[src/rtl/stack_pkg.sv]
// Shared definitions for the operand stack: default geometry and the resolved
// command set that stack_unit decodes from its push/pop/top strobes.
package stack_pkg;

    localparam int WIDTH_DEF = 8;
    localparam int DEPTH_DEF = 8;
    localparam int CNT_W_DEF = $clog2(DEPTH_DEF) + 1;

    typedef enum logic [2:0] {
        CMD_NOP       = 3'd0,
        CMD_PUSH      = 3'd1,
        CMD_POP       = 3'd2,
        CMD_PEEK      = 3'd3,
        CMD_REPLACE   = 3'd4,
        CMD_PEEK_PUSH = 3'd5
    } cmd_e;

    // pop dominates top; push combined with pop is a replace of the top entry
    function automatic cmd_e resolve_cmd(input logic push, input logic pop, input logic top);
        cmd_e c;
        case ({push, pop, top})
            3'b000:          c = CMD_NOP;
            3'b001:          c = CMD_PEEK;
            3'b010, 3'b011:  c = CMD_POP;
            3'b100:          c = CMD_PUSH;
            3'b101:          c = CMD_PEEK_PUSH;
            3'b110, 3'b111:  c = CMD_REPLACE;
            default:         c = CMD_NOP;
        endcase
        return c;
    endfunction

endpackage

[src/rtl/stack_regfile.sv]
// Stack storage: one synchronous write port and one combinational read port.
module stack_regfile
    import stack_pkg::*;
#(
    parameter int WIDTH = WIDTH_DEF,
    parameter int DEPTH = DEPTH_DEF,
    parameter int AW    = $clog2(DEPTH)
) (
    input  logic             clk,
    input  logic             we,
    input  logic [AW-1:0]    waddr,
    input  logic [WIDTH-1:0] wdata,
    input  logic [AW-1:0]    raddr,
    output logic [WIDTH-1:0] rdata
);

    logic [WIDTH-1:0] mem_q [DEPTH];

    // Storage write; contents deliberately have no reset
    always_ff @(posedge clk) begin
        if (we) begin
            mem_q[waddr] <= wdata;
        end
    end

    assign rdata = mem_q[raddr];

endmodule

[src/rtl/stack_unit.sv]
// Operand stack responder: resolves push/pop/top strobes, tracks occupancy,
// returns read data one cycle later and keeps sticky overflow/underflow flags.
module stack_unit
    import stack_pkg::*;
#(
    parameter int WIDTH = WIDTH_DEF,
    parameter int DEPTH = DEPTH_DEF,
    parameter int CNT_W = $clog2(DEPTH) + 1
) (
    input  logic             clk,
    input  logic             rst,
    input  logic             push,
    input  logic             pop,
    input  logic             top,
    input  logic [WIDTH-1:0] d_in,
    input  logic             clr_err,
    output logic [WIDTH-1:0] d_out,
    output logic             valid,
    output logic [CNT_W-1:0] count,
    output logic             full,
    output logic             empty,
    output logic             overflow,
    output logic             underflow
);

    localparam int AW = $clog2(DEPTH);
    localparam logic [CNT_W-1:0] FULL_CNT = CNT_W'(DEPTH);
    localparam logic [CNT_W-1:0] ONE_CNT  = CNT_W'(1);

    cmd_e             cmd_s;
    logic [CNT_W-1:0] count_q, count_d;
    logic [WIDTH-1:0] d_out_q, d_out_d;
    logic             valid_q, valid_d;
    logic             ovf_q, ovf_d;
    logic             unf_q, unf_d;
    logic             we_s;
    logic [AW-1:0]    waddr_s;
    logic [AW-1:0]    top_idx_s;
    logic [WIDTH-1:0] rdata_s;
    logic             is_full_s, is_empty_s;

    assign cmd_s      = resolve_cmd(push, pop, top);
    assign is_full_s  = (count_q == FULL_CNT);
    assign is_empty_s = (count_q == {CNT_W{1'b0}});
    assign top_idx_s  = count_q[AW-1:0] - AW'(1);

    stack_regfile #(
        .WIDTH (WIDTH),
        .DEPTH (DEPTH),
        .AW    (AW)
    ) u_regfile (
        .clk   (clk),
        .we    (we_s & ~rst),
        .waddr (waddr_s),
        .wdata (d_in),
        .raddr (top_idx_s),
        .rdata (rdata_s)
    );

    // Next-state for count, read data, valid pulse, sticky flags and write port
    always_comb begin
        count_d = count_q;
        d_out_d = d_out_q;
        valid_d = 1'b0;
        ovf_d   = ovf_q & ~clr_err;
        unf_d   = unf_q & ~clr_err;
        we_s    = 1'b0;
        waddr_s = count_q[AW-1:0];

        // Read half of the command: pop, peek, replace and peek+push all return old top
        if (cmd_s == CMD_POP || cmd_s == CMD_PEEK || cmd_s == CMD_REPLACE || cmd_s == CMD_PEEK_PUSH) begin
            if (is_empty_s) begin
                unf_d = 1'b1;
            end else begin
                d_out_d = rdata_s;
                valid_d = 1'b1;
            end
        end else begin
            valid_d = 1'b0;
        end

        case (cmd_s)
            CMD_NOP, CMD_PEEK: begin
                count_d = count_q;
            end
            CMD_PUSH, CMD_PEEK_PUSH: begin
                if (is_full_s) begin
                    ovf_d = 1'b1;
                end else begin
                    we_s    = 1'b1;
                    count_d = count_q + ONE_CNT;
                end
            end
            CMD_POP: begin
                if (is_empty_s) begin
                    count_d = count_q;
                end else begin
                    count_d = count_q - ONE_CNT;
                end
            end
            CMD_REPLACE: begin
                we_s = 1'b1;
                if (is_empty_s) begin
                    waddr_s = {AW{1'b0}};
                    count_d = ONE_CNT;
                end else begin
                    waddr_s = top_idx_s;
                end
            end
            default: begin
                count_d = count_q;
            end
        endcase
    end

    // State and output registers with synchronous reset
    always_ff @(posedge clk) begin
        if (rst) begin
            count_q <= {CNT_W{1'b0}};
            d_out_q <= {WIDTH{1'b0}};
            valid_q <= 1'b0;
            ovf_q   <= 1'b0;
            unf_q   <= 1'b0;
        end else begin
            count_q <= count_d;
            d_out_q <= d_out_d;
            valid_q <= valid_d;
            ovf_q   <= ovf_d;
            unf_q   <= unf_d;
        end
    end

    assign d_out     = d_out_q;
    assign valid     = valid_q;
    assign count     = count_q;
    assign full      = is_full_s;
    assign empty     = is_empty_s;
    assign overflow  = ovf_q;
    assign underflow = unf_q;

endmodule

[config.mk]
export PLATFORM = sky130hd
export DESIGN_NAME = stack_unit
export DESIGN_NICKNAME = d
export VERILOG_FILES = /design/src/rtl/stack_pkg.sv /design/src/rtl/stack_regfile.sv /design/src/rtl/stack_unit.sv
export SDC_FILE = /design/constraint.sdc
export NUM_CORES = 1
export LEC_CHECK = 0
export ABC_AREA = 0
export CAP_MARGIN = 15
export CORE_MARGIN = 2
export CORE_UTILIZATION = 45
export DETAILED_ROUTE_END_ITERATION = 10
export PLACE_DENSITY = 0.66
export SYNTH_ARGS = -nofsm -noshare
export SYNTH_HDL_FRONTEND = slang
export SYNTH_SLANG_ARGS = --single-unit
[constraint.sdc]
create_clock -name clk -period 2.75 [get_ports clk]
set_input_delay 0.4125 -clock clk [delete_from_list [all_inputs] [get_ports clk]]
set_output_delay 0.4125 -clock clk [all_outputs]
set_load 0.01 [all_outputs]
; ---- Yosys cells after proc, flatten, opt, wreduce, memory -nomap -nowiden
; Memory sizes are Yosys's and may differ from the RTL's. A register that Yosys moved wholly into a read port is not among the register bits.
; Index checks and enable logic that the tools add are counted.
[op_classes]
magnitude_cmp = 0
eq_ne = 9
n_mul = 0
add_sub_neg = 3
bitwise = 7
reduce_logical = 9
shift = 0
muxes = 15
div = 0
[ops]
columns = operator, count
row1 = $mux 4, 3
row2 = $pmux 4 s3, 1
row3 = $mux 1, 8
row4 = $eq 3x2->1 const B, 2
row5 = $eq 3x3->1 const B, 2
row6 = $mux 3, 2
row7 = $ne 2x2->1 const B, 3
row8 = $add 4x1->4 const B, 1
row9 = $eq 4x4->1 const B, 1
row10 = $logic_not 4->1, 1
row11 = $not 1->1, 4
row12 = $reduce_and 4->1, 1
row13 = $reduce_or 2->1, 2
row14 = $sub 4x1->4 const B, 1
row15 = $and 1x1->1, 3
row16 = $eq 3x1->1 const B, 1
row17 = $logic_or 1x1->1, 3
row18 = $reduce_bool 3->1, 1
row19 = $sub 3x1->3 const B, 1
row20 = $pmux 1 s2, 1
row21 = $reduce_and 2->1, 1
[word_totals]
inputBits = 14
n_memories = 2
mem_bits_ro = 24
output_inout_bits = 17
latchBits = 0
register_bits = 7
ram_bits = 64
[memory_table]
columns = memory, words, word_bits, read_ports, rd_clocked_by_memory_dff, write_ports, line_no
row1 = u_regfile.mem_q, 8, 8, 1, 1, 1, stack_regfile.sv:17  ; logic [WIDTH-1:0] mem_q [DEPTH];
row2 = (no name shown), 8, 3, 1, 0, 0, stack_pkg.sv:21  ; case ({push, pop, top})

; ---- Logic depth before layout (Yosys ltp)
; An unclocked memory read counts as a cell.
[depth]
depth_word = 7
depth_mapped = 10
ltp_nobuf = 7

; ---- Cells and area by module
; Synthesis repeated with hierarchy kept, for this count alone.
[unflattened]
hier_cells = 198
hier_area_um2 = 3397.0
[by_module_without_submodules]
columns = module, n_inst, area_per_inst_um2, cells_per_inst
row1 = stack_regfile, 1, 2531.2, 106
row2 = stack_unit, 1, 865.8, 92

; ---- Worst setup path before layout
; Ideal clock, no wire load.
[synth_timing]
kind = flip-flop to flip-flop
from = register count_q[0] (netlist: count[0])
to = memory u_regfile.mem_q[3][0] in the netlist's numbering, enable pin
setup_time_ns = 0.385
arrival_time_ns = 2.374
path_buffers = 3
synth_period_minus_slack_ns = 2.759
slack_ns = -0.009
path_stages_with_launch = 9
path_cell_list = dfxtp_1 buf_6 buf_6 inv_1 ha_1 buf_2 nand3b_1 o2bb2ai_1 nor3b_1
[synth_between]
elab_chain_len = 6
word_cells_on_any_way = 10
[synth_lines]
columns = item, line_no
row1 = start: declaration, stack_unit.sv:31  ; logic [CNT_W-1:0] count_q, count_d;
row2 = start signal: assignment, stack_unit.sv:119  ; count_q <= {CNT_W{1'b0}};
row3 = start signal: assignment, stack_unit.sv:125  ; count_q <= count_d;
row4 = $eq 4x4->1, stack_unit.sv:43  ; assign is_full_s = (count_q == FULL_CNT);
row5 = $mux 1, stack_unit.sv:87  ; if (is_full_s) begin
row6 = $pmux 1 s2, stack_unit.sv:82  ; case (cmd_s)
row7 = $and 1x1->1, stack_unit.sv:53  ; .we (we_s & ~rst),
row8 = $mux 1, stack_regfile.sv:21  ; if (we) begin
row9 = $mux 1 (implied by the code), stack_regfile.sv:22  ; mem_q[waddr] <= wdata;
row10 = end: declaration, stack_regfile.sv:17
; Parallel ways exist; a longest one is shown, timed or not.

; ---- Worst setup path in the final report
[layout_timing]
from = register count_q[2] (netlist: count[2])
to = output empty
[layout_between]
elab_chain_len = 1
[layout_lines]
columns = item, line_no
row1 = $logic_not 4->1, stack_unit.sv:44  ; assign is_empty_s = (count_q == {CNT_W{1'b0}});
row2 = end: declaration, stack_unit.sv:21  ; output logic empty,
; No other way between the ends.

==> results.md <==
- Core Util, Final: 0.562
- Seq/Total Area, Yosys: 0.654
- Routability cong.: between 0.8 and 0.9
- Slew Viols, Final: 0
- Clock power share: 0.264
- Multi-input gate area: approximately 0.0011 mm2
- Synthesis-to-finish area growth: 20.5%
- Clk sinks: 79
- Total net switching power: around 1.1 mW
- Global routing met2 resource utilization: 0.277
- CTS tree: built
- Critical Path Sink: empty
- Hold Vio Cnt, Final: 0
- Row Count: 31
- Maximum VDD drop: 0.406 mV
- R2R depth: 6
- Number of remaining DRC errors: 0
- Met1 Use GR: 0.212
- Post-CTS Setup Bufs: 0
- Largest delay share family, worst path: buffers and inverters
- Reg area: around 0.0022 mm2
- Worst path required time: ~2300 ps
- Commonest non-fill, non-tap cell in the layout: edfxtp_1
- Slowest cell on crit path: clkdlybuf4s50_1
- DP Wirelength: between 4000 and 5000 um
- Sequential fraction of design power: 0.405
- Nets: 270
- TNS Setup: 0 ps
- Die Wd: between 90 and 100 um
- Vias in the first global route: 1,980
- Core footprint: about 0.0073 mm2
- Adder-cell share of the synthesized area: 0.0110
- Asr flop ratio synth: 0
- H-tree depth: 3
- # IOs: 31
- CP max stage delay: ~540 ps
- Mean Syn Cell Area: 16.5 um2
- Max_cap viols: 0
- IO Port Bufs: 30
- Total track usage: 0.169
- Share of layout cells above drive strength 1: 0.260
- Slew HR: 0.639
- Post-cts resize count: 0
- Reg2reg setup slack: approximately 550 ps
- Clock skew: around 15 ps
- Tmin final: roughly 2400 ps
- Number of DRC markers in iteration 0: 85
- Total CTS buffers: 9
- Reg2reg start: count[2]
- Post-Synth Simple-Gate Area: 0.0755
- Mux share of post-synthesis cell area: 0.142
- Total number of vias: ~1,900
- CP endpoint kind: output port
- Final Cycle Share: 0.865
- Synth warn: 0
- Synth Area in Compound Gates: 0.0663
- Final Setup Violations: 0
- Diodes inserted: 0
- Synth Area in XOR/XNOR: 0.0184
- Leak: 1.39 nW
- FILL cells: 617
- Mean number of vias per cell: 5.34
- #FFs+latches synth: between 70 and 80
- Run status: completed
- Dpl ws: 243 ps
- Critical path startpoint: count[2]
- Die ar.: between 0.008 and 0.009 mm2
- CTS Buffer Depth: 2
- Kind of critical path: flop to output port
- WL/cell: approximately 18 um
- Hold_sp: overflow
- Synth Cell Area: 0.00340 mm2
- Cell-internal power: 2.50 mW
- Combinational share of power: 0.331
- Unrepaired setup endpoints after global routing: no
- Main combinational cell family by area after synthesis: multiplexers
- Wire length of the first global-routing pass: between 10,000 and 15,000 um
- Worst-Skew Late Latency: around 350 ps
- Grt ovf: 0
- Initial antenna violation count: 0
- Met3 GRT Util: 0.0442
- Initial Utilization: 0.466
- Power density cells: approximately 880 mW/mm2
- Reg2reg end: u_regfile.mem_q[2][5]
- CP Data Arrival Time: between 1500 and 2000 ps
- Pin count of the biggest net entering global routing: 28
- Hold buffer count at cts: 0
- Power Total: 3.60 mW
- Buf+Inv Stages, Crit Path: 2
- Post-synth EDFFs: between 60 and 70
- Routed Antenna Nets: 0
- Die height: approximately 91 um
- Main synth FF type: edfxtp_1
- Clk pin slew, worst setup/hold paths: around 80 ps
- Routed wire length: between 6000 and 7000 um
- Worst path cell trace: or3b_4, inv_4, clkdlybuf4s50_1
- Peak fanout along the critical path: 11
- Worst Setup Start Kind: flop
- Worst hold path class: flop to flop
- Slew @ Worst Pin: 541 ps
- First-pass iteration count of the detailed router: 4
- Switching Fraction: 0.306
- CTS Root Buffer Type: clkbuf_8
- Fmax: 420 MHz
- Global routing's busiest layer: met2
- Syn_nets: between 200 and 250
- Critical path depth in cells: 3
- Synth unique cells: 42
- Most frequent cells in the layout: 64 x edfxtp_1, 30 x clkdlybuf4s50_1, 18 x buf_4, 16 x mux4_2, 15 x dfxtp_1
- Fin worst setup slack: ~370 ps
- Mapped Cells: 206
## power by group through the flow
| stage | clock network [mW] | registers, mW | logic (mW) |
|---|---|---|---|
| floorplan | 0 | 1.51 | 0.825 |
| CTS | 0.967 | 1.46 | 1.21 |
| global placement | 0 | 1.48 | 1.20 |
| global route | 1.02 | 1.47 | 1.30 |
| detailed placement | 0 | 1.49 | 1.20 |
| finish | 0.950 | 1.46 | 1.19 |
## per-layer routing
| metal | vias to the layer above | part of all wire | wire length (um) |
|---|---|---|---|
| li1 | 891 | - | - |
| met1 | 960 | 0.44 | 2850 |
| met2 | 47 | 0.50 | 3200 |
| met3 | 10 | 0.041 | 266 |
| met4 | 0 | 0.019 | 125 |
| met5 | - | 0 | 0 |
## area by class of cell
class / instances / share of cell area
inverters: 5 / 0.00519
repair buffers: 48 / 0.106
clock buffers: 10 / 0.0312
multi-input cells: 110 / 0.262
clock inverters: 6 / 0.0226
flip-flops and latches: 79 / 0.542
well taps: 99 / 0.0302
## worst register-to-register path, stage by stage, from the launching register on
cell	delay [ps]
dfxtp_1	670
or3b_4	270
inv_4	50
o2bb2ai_1	420
nand3_1	170
nor2_1	130
buf_4	200
## sequential cells by signal, summed over array words and instances, names as in the netlist
register / cells
u_regfile.mem_q: 64
d_out: 8
count: 4
overflow: 1
underflow: 1
valid: 1
## synth_stat cells (all sizes together) (3+ instances only)
cell    instances  area [um2]
nand2b          4        25.0
a21oi           8        43.8
buf            11        87.6
o21ai           4        20.0
xor2            3        45.1
a211oi          8         100
nand2           4        15.0
nand3           4        20.0
ha              3        37.5
nor3            7        35.0
edfxtp         64        1920
inv             5        21.3
dfxtp          15         300
nor2           15        63.8
mux4           16         360
mux2i          11         110
nor2b           3        21.3
## how the worst min path moves through the flow
stage,endpoint,cells past startpoint
6_report,overflow,2
3_5_place_dp,overflow,2
2_1_floorplan,overflow,2
5_1_grt,overflow,2
4_1_cts,overflow,2
3_3_place_gp,overflow,2
## per-stage QoR
step	area [um2]	hold WS (ps)	std cells
floorplan	3410	489	206
global placement	3880	457	341
detailed placement	3880	470	341
CTS	4100	482	357
global route	4100	526	357
finish	4100	473	357
## kinds of logic after synthesis
kind of cell / after synthesis
multiplexers: 28
buffers and inverters: 17
AO/OA/AOI/OAI: 27
AND/OR/NAND/NOR: 47
adder cells (fa/ha/maj): 3
XOR/XNOR: 5
flip-flops: 79
Power figures use the tool's default switching activity.
